--- src/rtl/gate_tester_pkg.sv ---
// Shared definitions for the gate test sequencer: FSM states, memory command
// codes, default buffer addresses and the stimulus pair selector.
package gate_tester_pkg;

  typedef enum logic [2:0] {
    ST_IDLE       = 3'd0,
    ST_FETCH_STIM = 3'd1,
    ST_FETCH_EXP  = 3'd2,
    ST_APPLY      = 3'd3,
    ST_SETTLE     = 3'd4,
    ST_SAMPLE     = 3'd5,
    ST_WRITE      = 3'd6,
    ST_DONE       = 3'd7
  } state_t;

  localparam logic [7:0]  CMD_READ         = 8'h00;
  localparam logic [7:0]  CMD_WRITE        = 8'h01;
  localparam logic [15:0] DEFAULT_IN_ADDR  = 16'h0008;
  localparam logic [15:0] DEFAULT_OUT_ADDR = 16'h0000;

  // Pair idx of the stimulus byte: bits [2*idx+1 : 2*idx] give {A,B}.
  function automatic logic [1:0] pair_select(input logic [7:0] stim, input logic [1:0] idx);
    return stim[{idx, 1'b0} +: 2];
  endfunction

endpackage

--- src/rtl/gate_test_sequencer_if.sv ---
// Memory request/acknowledge bus between the sequencer (master) and the
// byte-wide memory (slave).
interface gate_test_sequencer_if;
  logic        mem_req;
  logic        mem_we;
  logic [15:0] mem_addr;
  logic [7:0]  mem_wdata;
  logic [7:0]  mem_rdata;
  logic        mem_ack;

  modport master (
    output mem_req, mem_we, mem_addr, mem_wdata,
    input  mem_rdata, mem_ack
  );

  modport slave (
    input  mem_req, mem_we, mem_addr, mem_wdata,
    output mem_rdata, mem_ack
  );
endinterface

--- src/rtl/gate_test_sequencer_settle_timer.sv ---
// Down-counter that times the settle window between a pin change and the
// output sample; zero is flagged straight off the counter register.
module settle_timer (
  input  logic       clk,
  input  logic       rst_n,
  input  logic       load,
  input  logic       count,
  input  logic [7:0] load_value,
  output logic       zero
);

  logic [7:0] count_r;

  // Load has priority; counting stops at zero.
  always_ff @(posedge clk) begin
    if (!rst_n) begin
      count_r <= 8'd0;
    end else if (load) begin
      count_r <= load_value;
    end else if (count && (count_r != 8'd0)) begin
      count_r <= count_r - 8'd1;
    end else begin
      count_r <= count_r;
    end
  end

  assign zero = (count_r == 8'd0);

endmodule

--- src/rtl/gate_test_sequencer.sv ---
// Fetches a stimulus byte and an expected truth table from memory, drives the
// four {A,B} pairs into an external gate, samples its output and writes back
// {mismatch, outputs}.
module gate_test_sequencer
  import gate_tester_pkg::*;
#(
  parameter int unsigned  SETTLE_CYCLES = 16,
  parameter logic [15:0]  IN_ADDR       = DEFAULT_IN_ADDR,
  parameter logic [15:0]  OUT_ADDR      = DEFAULT_OUT_ADDR
) (
  input  logic                   clk,
  input  logic                   rst_n,
  input  logic                   start,
  gate_test_sequencer_if.master  mem,
  output logic [1:0]             dut_pinout,
  input  logic                   dut_out,
  output logic [7:0]             result,
  output logic                   busy,
  output logic                   done,
  output logic                   fail
);

  localparam logic [7:0] SETTLE_LOAD = 8'(SETTLE_CYCLES - 32'd1);

  state_t     state_r;
  logic [7:0] stim_r;
  logic [3:0] exp_r;
  logic [1:0] idx_r;
  logic       load_s;
  logic       count_s;
  logic       zero_s;

  assign load_s  = (state_r == ST_APPLY);
  assign count_s = (state_r == ST_SETTLE);

  settle_timer u_settle_timer (
    .clk        (clk),
    .rst_n      (rst_n),
    .load       (load_s),
    .count      (count_s),
    .load_value (SETTLE_LOAD),
    .zero       (zero_s)
  );

  // Sequencer FSM; every memory state raises mem_req in its first cycle and
  // drops it on the edge that sees mem_ack, so a stray ack with mem_req low is
  // never consumed.
  always_ff @(posedge clk) begin
    if (!rst_n) begin
      state_r       <= ST_IDLE;
      stim_r        <= 8'd0;
      exp_r         <= 4'd0;
      idx_r         <= 2'd0;
      mem.mem_req   <= 1'b0;
      mem.mem_we    <= 1'b0;
      mem.mem_addr  <= 16'd0;
      mem.mem_wdata <= 8'd0;
      dut_pinout    <= 2'b00;
      result        <= 8'd0;
      busy          <= 1'b0;
      done          <= 1'b0;
      fail          <= 1'b0;
    end else begin
      case (state_r)
        ST_IDLE: begin
          if (start) begin
            result  <= 8'd0;
            fail    <= 1'b0;
            idx_r   <= 2'd0;
            busy    <= 1'b1;
            state_r <= ST_FETCH_STIM;
          end else begin
            state_r <= ST_IDLE;
          end
        end
        ST_FETCH_STIM: begin
          if (!mem.mem_req) begin
            mem.mem_req  <= 1'b1;
            mem.mem_we   <= CMD_READ[0];
            mem.mem_addr <= IN_ADDR;
          end else if (mem.mem_ack) begin
            stim_r      <= mem.mem_rdata;
            mem.mem_req <= 1'b0;
            state_r     <= ST_FETCH_EXP;
          end else begin
            state_r <= ST_FETCH_STIM;
          end
        end
        ST_FETCH_EXP: begin
          if (!mem.mem_req) begin
            mem.mem_req  <= 1'b1;
            mem.mem_we   <= CMD_READ[0];
            mem.mem_addr <= IN_ADDR + 16'd1;
          end else if (mem.mem_ack) begin
            exp_r       <= mem.mem_rdata[3:0];
            mem.mem_req <= 1'b0;
            state_r     <= ST_APPLY;
          end else begin
            state_r <= ST_FETCH_EXP;
          end
        end
        ST_APPLY: begin
          dut_pinout <= pair_select(stim_r, idx_r);
          state_r    <= ST_SETTLE;
        end
        ST_SETTLE: begin
          if (zero_s) begin
            state_r <= ST_SAMPLE;
          end else begin
            state_r <= ST_SETTLE;
          end
        end
        ST_SAMPLE: begin
          result[{1'b0, idx_r}] <= dut_out;
          result[{1'b1, idx_r}] <= dut_out ^ exp_r[idx_r];
          if (idx_r == 2'd3) begin
            state_r <= ST_WRITE;
          end else begin
            idx_r   <= idx_r + 2'd1;
            state_r <= ST_APPLY;
          end
        end
        ST_WRITE: begin
          if (!mem.mem_req) begin
            mem.mem_req   <= 1'b1;
            mem.mem_we    <= CMD_WRITE[0];
            mem.mem_addr  <= OUT_ADDR;
            mem.mem_wdata <= result;
          end else if (mem.mem_ack) begin
            mem.mem_req <= 1'b0;
            mem.mem_we  <= CMD_READ[0];
            done        <= 1'b1;
            state_r     <= ST_DONE;
          end else begin
            state_r <= ST_WRITE;
          end
        end
        ST_DONE: begin
          done    <= 1'b0;
          busy    <= 1'b0;
          fail    <= |result[7:4];
          state_r <= ST_IDLE;
        end
        default: begin
          mem.mem_req <= 1'b0;
          busy        <= 1'b0;
          done        <= 1'b0;
          state_r     <= ST_IDLE;
        end
      endcase
    end
  end

endmodule
--- src/flat_wrapper.sv ---
// flat-port wrapper written by rule: the top's interface ports become plain ports
module gate_test_sequencer_flat import gate_tester_pkg::*;
#(
  parameter int unsigned  SETTLE_CYCLES = 16,
  parameter logic [15:0]  IN_ADDR       = DEFAULT_IN_ADDR,
  parameter logic [15:0]  OUT_ADDR      = DEFAULT_OUT_ADDR
)
  (clk, rst_n, start, dut_pinout, dut_out, result, busy, done, fail, mem_mem_req, mem_mem_we, mem_mem_addr, mem_mem_wdata, mem_mem_rdata, mem_mem_ack);
  gate_test_sequencer_if mem_i ();
  input  logic clk;
  input  logic rst_n;
  input  logic start;
  output logic [1:0] dut_pinout;
  input  logic dut_out;
  output logic [7:0] result;
  output logic busy;
  output logic done;
  output logic fail;
  output wire logic [$bits(mem_i.mem_req)-1:0] mem_mem_req;
  output wire logic [$bits(mem_i.mem_we)-1:0] mem_mem_we;
  output wire logic [$bits(mem_i.mem_addr)-1:0] mem_mem_addr;
  output wire logic [$bits(mem_i.mem_wdata)-1:0] mem_mem_wdata;
  input wire logic [$bits(mem_i.mem_rdata)-1:0] mem_mem_rdata;
  input wire logic [$bits(mem_i.mem_ack)-1:0] mem_mem_ack;
  assign mem_mem_req = mem_i.mem_req;
  assign mem_mem_we = mem_i.mem_we;
  assign mem_mem_addr = mem_i.mem_addr;
  assign mem_mem_wdata = mem_i.mem_wdata;
  assign mem_i.mem_rdata = mem_mem_rdata;
  assign mem_i.mem_ack = mem_mem_ack;
  gate_test_sequencer #(.SETTLE_CYCLES(SETTLE_CYCLES), .IN_ADDR(IN_ADDR), .OUT_ADDR(OUT_ADDR)) u_core (.clk(clk), .rst_n(rst_n), .start(start), .mem(mem_i), .dut_pinout(dut_pinout), .dut_out(dut_out), .result(result), .busy(busy), .done(done), .fail(fail));
endmodule
--- config.mk ---
export PLATFORM = sky130hd
export DESIGN_NAME = gate_test_sequencer_flat
export DESIGN_NICKNAME = d
export VERILOG_FILES = /design/src/rtl/gate_tester_pkg.sv /design/src/rtl/gate_test_sequencer_if.sv /design/src/rtl/gate_test_sequencer_settle_timer.sv /design/src/rtl/gate_test_sequencer.sv /design/src/flat_wrapper.sv
export SDC_FILE = /design/constraint.sdc
export NUM_CORES = 1
export LEC_CHECK = 0
export ABC_CLOCK_PERIOD_IN_PS = 2300
export CORE_MARGIN = 2
export CORE_UTILIZATION = 28
export CTS_CLUSTER_SIZE = 25
export DETAILED_ROUTE_END_ITERATION = 16
export SLEW_MARGIN = 30
export SYNTH_ARGS = -nofsm -noshare
export SYNTH_HDL_FRONTEND = slang
export SYNTH_HIERARCHICAL = 1
export SYNTH_SLANG_ARGS = --single-unit
export TNS_END_PERCENT = 5
--- constraint.sdc ---
create_clock -name clk -period 2.3 [get_ports clk]
set_input_delay 0.46 -clock clk [delete_from_list [all_inputs] [get_ports clk]]
set_output_delay 0.46 -clock clk [all_outputs]
set_load 0.03 [all_outputs]
# Yosys cells after proc, flatten, opt, wreduce, memory -nomap -nowiden
# Index checks and enable logic that the tools add are counted.
totals:
  ff_bits: 64
  in_bits: 13
  latch_bits: 0
  wordCells: 113
  memories: 0
  output_inout_bits: 39
  mem_bits_rw: 0
  mem_bits_ro: 0
op_classes:
  n_lt_le_gt_ge: 5
  eq_ne: 19
  addsub: 2
  div: 0
  shifts: 1
  reduce_logical: 26
  n_bitwise: 3
  n_mux: 42
  multipliers: 0
ops:
  columns: ["op", "count"]
  rows:
  - ["16-bit 2-to-1 mux", 3]
  - ["16-bit case mux with 3 select lines", 1]
  - ["3-bit case mux with 8 select lines", 1]
  - ["3-bit AND reduction", 6]
  - ["8-bit bitwise mux", 2]
  - ["1-bit 2-to-1 mux", 16]
  - ["8-bit case mux with 2 select lines", 1]
  - ["2-bit != test, second input constant", 7]
  - ["3-bit equality test, second input constant", 4]
  - ["3-bit 2-to-1 mux", 4]
  - ["2-bit nonzero test", 5]
  - ["8-bit zero test", 1]
  - ["4-bit 2-to-1 mux", 2]
  - ["8-bit 2-to-1 mux", 1]
  - ["1-bit case mux with 2 select lines", 4]
  - ["8-bit nonzero test", 1]
  - ["8-bit by 4-bit indexed part select with 2-bit output", 1]
  - ["8-bit by 1-bit subtractor with 8-bit output, second input constant", 1]
  - ["3-bit by 2-bit equality test with 1-bit output, second input constant", 2]
  - ["2-bit 2-to-1 mux", 3]
  - ["2-bit by 1-bit != test with 1-bit output, second input constant", 3]
  - ["2-bit AND reduction", 3]
  - ["1-bit demux with 2-bit select", 2]
  - ["2-bit by 4-bit < comparator with 1-bit output, second input constant", 1]
  - ["other kinds (19)", 23]

# Logic depth before layout (Yosys ltp)
# Gate-level depths: netlist (run 1).
logic_depth:
  depth_word: 7
  ltp_mapped: 9
  depth_no_buf: 7

# Hierarchy
# The synthesis (run 1) kept the hierarchy.
by_module_without_submodules:
  columns: ["mod", "n_inst", "cells_each", "area_per_inst_um2", "seq_area_each_um2"]
  rows:
  - ["gate_test_sequencer", 1, 237, 2189.6, 840.8]
  - ["settle_timer", 1, 58, 508.0, 160.2]

# Least setup slack after synthesis (run 1)
# No wires, ideal clock.
synth_timing:
  path_type: "reg-to-reg"
  from: "register u_core.state_r[0]"
  to: "register u_core.u_settle_timer.count_r[7]"
  slack_ns: 0.286
  required_time_ns: 2.176
  setup_ns: 0.124
  stages_incl_launch_ff: 9
  arrival_ns: 1.890
  synth_period_minus_slack_ns: 2.014
  path_buffers: 2
  cell_sequence: "dfxtp_1 -> buf_4 -> buf_4 -> inv_1 -> and3_1 -> or3b_2 -> nor3_1 -> mux2i_1 -> a21oi_1"
synth_between:
  elab_chain_cells: 2
  elab_cells_between_ends: 4
  cone_classes: "eq/ne: 2; reduce/logical: 2"
synth_rtl:
  columns: ["item", "line_no", "text"]
  rows:
  - ["from (decl)", "gate_test_sequencer.sv:25", "state_t state_r;"]
  - ["from (signal assigned)", "gate_test_sequencer.sv:50", "state_r <= ST_IDLE;"]
  - ["from (signal assigned)", "gate_test_sequencer.sv:71", "state_r <= ST_FETCH_STIM;"]
  - ["from (signal assigned)", "gate_test_sequencer.sv:73", "state_r <= ST_IDLE;"]
  - ["3-bit equality test", "gate_test_sequencer.sv:34", "assign count_s = (state_r == ST_SETTLE);"]
  - ["net u_core.count_s", "gate_test_sequencer.sv:30", "logic count_s;"]
  - ["1-bit logical AND", "gate_test_sequencer_settle_timer.sv:20", "end else if (count && (count_r != 8'd0)) begin"]
  - ["to (signal assigned)", "gate_test_sequencer_settle_timer.sv:19", "count_r <= load_value;"]
  - ["to (signal assigned)", "gate_test_sequencer_settle_timer.sv:21", "count_r <= count_r - 8'd1;"]
  - ["to (signal assigned)", "gate_test_sequencer_settle_timer.sv:23", "count_r <= count_r;"]
  - ["to (decl)", "gate_test_sequencer_settle_timer.sv:12", "logic [7:0] count_r;"]
# The timed path passes the listed nets, and every way through them passes these cells.
# A chain may end at the register's enable or synchronous reset.

# Worst setup path after layout (run 1)
layout_timing:
  from: "register u_core.mem.mem_req"
  to: "output mem_mem_req"
layout_rtl:
  columns: ["item", "line_no", "text"]
  rows:
  - ["from (decl)", "gate_test_sequencer_if.sv:12", "output mem_req, mem_we, mem_addr, mem_wdata,"]
  - ["from (signal assigned)", "gate_test_sequencer.sv:54", "mem.mem_req <= 1'b0;"]
  - ["from (signal assigned)", "gate_test_sequencer.sv:78", "mem.mem_req <= 1'b1;"]
  - ["from (signal assigned)", "gate_test_sequencer.sv:83", "mem.mem_req <= 1'b0;"]
  - ["to (decl)", "flat_wrapper.sv:19", "output wire logic [$bits(mem_i.mem_req)-1:0] mem_mem_req;"]
# No word-level cell between the ends.

==> parameters.txt, run 1 <==
Parameter                              Value

Drt
  Antenna-violating nets left ... 0
  Total Routed Length ... 5.75 mm
  WL/cell ... 12.5 µm
  Via Count ... 2123
  Drt drc ... 0
  Drt via density ... 4.62
  First-pass iteration count of the detailed router ... 4
  DRC marker count from the first detailed-route iteration ... 111

Setup path
  Worst Path Buf+Inv ... 1
  Crit start category ... register
  Crit-path max cell delay ... 780 ps
  Data required time of the critical path ... 1840 ps
  Cell-by-cell listing of the critical path ... clkdlybuf4s50_1
  Worst reg-to-reg path cell count ... 4
  Critical-path cell with the highest stage delay ... sky130_fd_sc_hd__clkdlybuf4s50_1
  Arrival time at the worst endpoint ... 1660 ps
  Depth of the critical timing path with buffers and inverters included ... 1
  Kind of end point of the critical path ... output pin
  Path type of the worst setup path ... reg -> out
  Flop2flop setup slack ... 440 ps
  Category of cells accounting for the largest share of critical-path delay ... buffers and inverters
  CP max FO ... 13

STA
  Setup TNS ... 0 ps
  Final period demand of the worst path ... 2120 ps
  Relative max-transition margin ... 0.626
  Peak Freq ... 472 MHz
  Total count of hold-check failures in the final report ... 0
  Fin Clk Skew ... 9.05 ps
  Unrepaired setup endpoints after global routing ... no
  Final period util ... 0.922
  Final setup viols ... 0
  Number of slew-limit violations in the final report ... 0
  Worst slew pin tran ... 560 ps

Die
  Placeable core area ... 0.00928 mm²
  Width of the die ... 102 µm
  Number of standard-cell rows in the floorplan ... 35
  Area enclosed by the die boundary ... 0.0104 mm²
  Top Ports ... 52
  Chip height ... 102 µm
  Effective utilization at floorplan ... 0.291

Power and ir drop
  Leakage component of the power ... 1.12 nW
  Power Density ... 525 mW/mm²
  Maximum vdd ir drop ... 0.000254 V

Logic synthesis
  Post-synthesis instance area ... 0.00270 mm²
  Syn avg cell area ... 9.14 µm²
  Post-synth EDFFs ... 0
  Number of warnings printed during yosys synthesis ... 6
  Yosys top cell area share ... 0.371
  Flip-flop cell with the highest count after synthesis ... sky130_fd_sc_hd__dfxtp_1
  Cell type contributing the most total cell area after synthesis ... sky130_fd_sc_hd__dfxtp_1
  Async set-or-reset flop fraction in the synthesized netlist ... 0
  Unique masters post-synth ... 60
  Part of the Yosys area used for sequential elements ... 0.371
  Ranking of synthesized cells by area ... sky130_fd_sc_hd__dfxtp_1 (37%), sky130_fd_sc_hd__a21oi_1 (5.6%), sky130_fd_sc_hd__buf_4 (5.0%), sky130_fd_sc_hd__mux2i_1 (4.5%), sky130_fd_sc_hd__o21ai_0 (4.5%)
  Number of storage elements in the synthesis netlist ... 50
  Number of cells produced by synthesis ... 295

Layout
  Diodes inserted ... 0
  Signed area change from the synthesized netlist to the final layout ... 18.7%
  Fillcell total ... 970
  Final net count ... 350
  Share of cells above drive strength 1 ... 0.0997
  Non-Filler Instances ... 460

GRT
  Initial antenna violation count ... 0
  Largest net degree at the start of global routing ... 28
  Total overflow reported by the global router ... 0
  First-pass GRT wire length ... 9.92 mm
  Aggregate global-route resource usage ... 0.119
  Number of global-route vias before repair ... 2025

Worst hold path
  Min-Delay Path Depth ... 2
  Classification of the worst-slack hold path ... reg -> reg

CTS
  Clock tree root driver cell ... sky130_fd_sc_hd__clkbuf_8
  Cts bufs inserted ... 5
  CTS tree ... yes
  Setup bufs post-CTS ... 0
  Post-CTS clock slew at the launch and capture registers of the worst setup and hold paths ... 90 ps
  Clock tree buffer depth ... 2
  H-tree Lvls ... 2
  Count of clock tree sinks ... 50
  Clock latency at the later pin of the worst-skew pair ... 300 ps
  Hold-fix buffer count after cts ... 0
  CTS resizes ... 0

Place
  Dpl cells ... 453
  Number of I/O port buffers ... 37
  Placed wire-length estimate ... 4.17 mm
  Routability-driven placement congestion ratio ... 0.779

Job
  Max-capacitance violation count ... 0

Run status
  Run status ... completed
==> worst paths after layout <==
| path | endpoint | from |
|---|---|---|
| min reg2reg | u_core/mem.mem_addr[0] | u_core/mem.mem_addr[0] |
| max | mem_mem_req | u_core/mem.mem_req |
| min | u_core/mem.mem_addr[0] | u_core/mem.mem_addr[0] |
| max reg2reg | u_core/u_settle_timer/count_r[0] | u_core/u_settle_timer/count_r[2] |
==> area by class of cell <==
| type | instances | area [µm²] | area share |
|---|---|---|---|
| Clock buffer | 5 | 68.8 | 0.0215 |
| Clock inverter | 2 | 15.0 | 0.00469 |
| Inverter | 12 | 45.0 | 0.0141 |
| Multi-Input combinational cell | 219 | 1500 | 0.467 |
| Sequential cell | 50 | 1000 | 0.313 |
| Tap cell | 129 | 161 | 0.0504 |
| Timing Repair Buffer | 43 | 415 | 0.130 |
==> cells in the final DEF (no fill, tap or decap), types with 3 or more instances in the layout <==
master,instances
sky130_fd_sc_hd__inv_1,11
sky130_fd_sc_hd__clkdlybuf4s50_1,37
sky130_fd_sc_hd__xnor2_1,3
sky130_fd_sc_hd__and4b_1,3
sky130_fd_sc_hd__mux2i_1,12
sky130_fd_sc_hd__nand3_2,6
sky130_fd_sc_hd__a211oi_1,3
sky130_fd_sc_hd__a21oi_1,30
sky130_fd_sc_hd__nand3b_1,6
sky130_fd_sc_hd__o22ai_1,3
sky130_fd_sc_hd__nor2b_1,3
sky130_fd_sc_hd__a31oi_1,3
sky130_fd_sc_hd__nand3_1,18
sky130_fd_sc_hd__conb_1,22
sky130_fd_sc_hd__nand2_1,10
sky130_fd_sc_hd__o31ai_1,3
sky130_fd_sc_hd__and2_1,3
sky130_fd_sc_hd__clkbuf_8,5
sky130_fd_sc_hd__nand2b_1,4
sky130_fd_sc_hd__nor3b_1,4
sky130_fd_sc_hd__nor2_1,14
sky130_fd_sc_hd__buf_4,6
sky130_fd_sc_hd__dfxtp_1,50
sky130_fd_sc_hd__ha_1,6
sky130_fd_sc_hd__o21ai_0,24
==> worst register-to-register path: cells and delay by family, from the launching register on <==
family           cells  cell delay [ps]
AO/OA/AOI/OAI        2              690
XOR/XNOR             1              120
AND/OR/NAND/NOR      1              590
flip-flops           1              360
==> registers in the layout (all words and copies together) (netlist names) <==
register                       cells
u_core/exp_r                       4
u_core/mem.mem_we                  1
u_core/state_r                     3
u_core/mem.mem_req                 1
u_core/mem.mem_addr                2
u_core/fail                        1
u_core/result                      8
u_core/idx_r                       2
u_core/dut_pinout                  2
u_core/stim_r                      8
u_core/busy                        1
u_core/done                        1
u_core/mem.mem_wdata               8
u_core/u_settle_timer/count_r      8
==> where the power goes <==
group	switching, mW	internal (mW)
sequential	0.0190	0.884
clock	0.284	0.208
combinational	0.182	0.107
==> logic make-up after synthesis <==
family	synth area share
and+or+nand+nor	0.241
AOI/OAI and AO/OA	0.169
DFF	0.371
buffers and inverters	0.102
muxes	0.0710
adders and majority gates	0.0278
xor gates and xnor gates	0.0158
other	0.00278
==> metal layers <==
| layer | up-vias | GRT usage | wire, µm |
|---|---|---|---|
| met5 | - | 0 | 0 |
| met4 | 0 | 0.0431 | 82 |
| met3 | 5 | 0.0267 | 230 |
| met2 | 34 | 0.188 | 2640 |
| met1 | 990 | 0.160 | 2790 |
| li1 | 1094 | - | - |
==> cells in the mapped netlist, types with 4 or more instances <==
library cell and n:
sky130_fd_sc_hd__a21oi_1 30, sky130_fd_sc_hd__buf_2 4, sky130_fd_sc_hd__buf_4 18, sky130_fd_sc_hd__buf_6 4, sky130_fd_sc_hd__clkbuf_1 7, sky130_fd_sc_hd__dfxtp_1 50, sky130_fd_sc_hd__ha_1 6, sky130_fd_sc_hd__inv_1 11
sky130_fd_sc_hd__mux2i_1 12, sky130_fd_sc_hd__nand2_1 10, sky130_fd_sc_hd__nand2b_1 4, sky130_fd_sc_hd__nand3_1 18, sky130_fd_sc_hd__nand3_2 6, sky130_fd_sc_hd__nand3b_1 6, sky130_fd_sc_hd__nor2_1 14, sky130_fd_sc_hd__nor3b_1 4
sky130_fd_sc_hd__o21ai_0 24
==> per-stage QoR <==
stage / setup WS [ps] / utilization / hold slack [ps] / cell area [µm²] / total power, mW
CTS: 171 / 0.345 / 483 / 3200 / 1.71
finish: 180 / 0.345 / 481 / 3200 / 1.68
global placement: 404 / 0.336 / 465 / 3120 / 1.21
global route: 61.3 / 0.345 / 501 / 3200 / 1.78
detailed placement: 361 / 0.336 / 468 / 3120 / 1.21
floorplan: 286 / - / 449 / 2770 / 1.16
(Power assumes the default switching activity.)
==> run 2: changes to the inputs <==
--- a/config.mk
+++ b/config.mk
@@ -10,6 +10,7 @@
 export CORE_UTILIZATION = 28
 export CTS_CLUSTER_SIZE = 25
 export DETAILED_ROUTE_END_ITERATION = 16
+export GPL_ROUTABILITY_DRIVEN = 1
 export SLEW_MARGIN = 30
 export SYNTH_ARGS = -nofsm -noshare
 export SYNTH_HDL_FRONTEND = slang
==> results of run 2 <==
No change in the layout: final DEF, timing and power equal those of run 1.
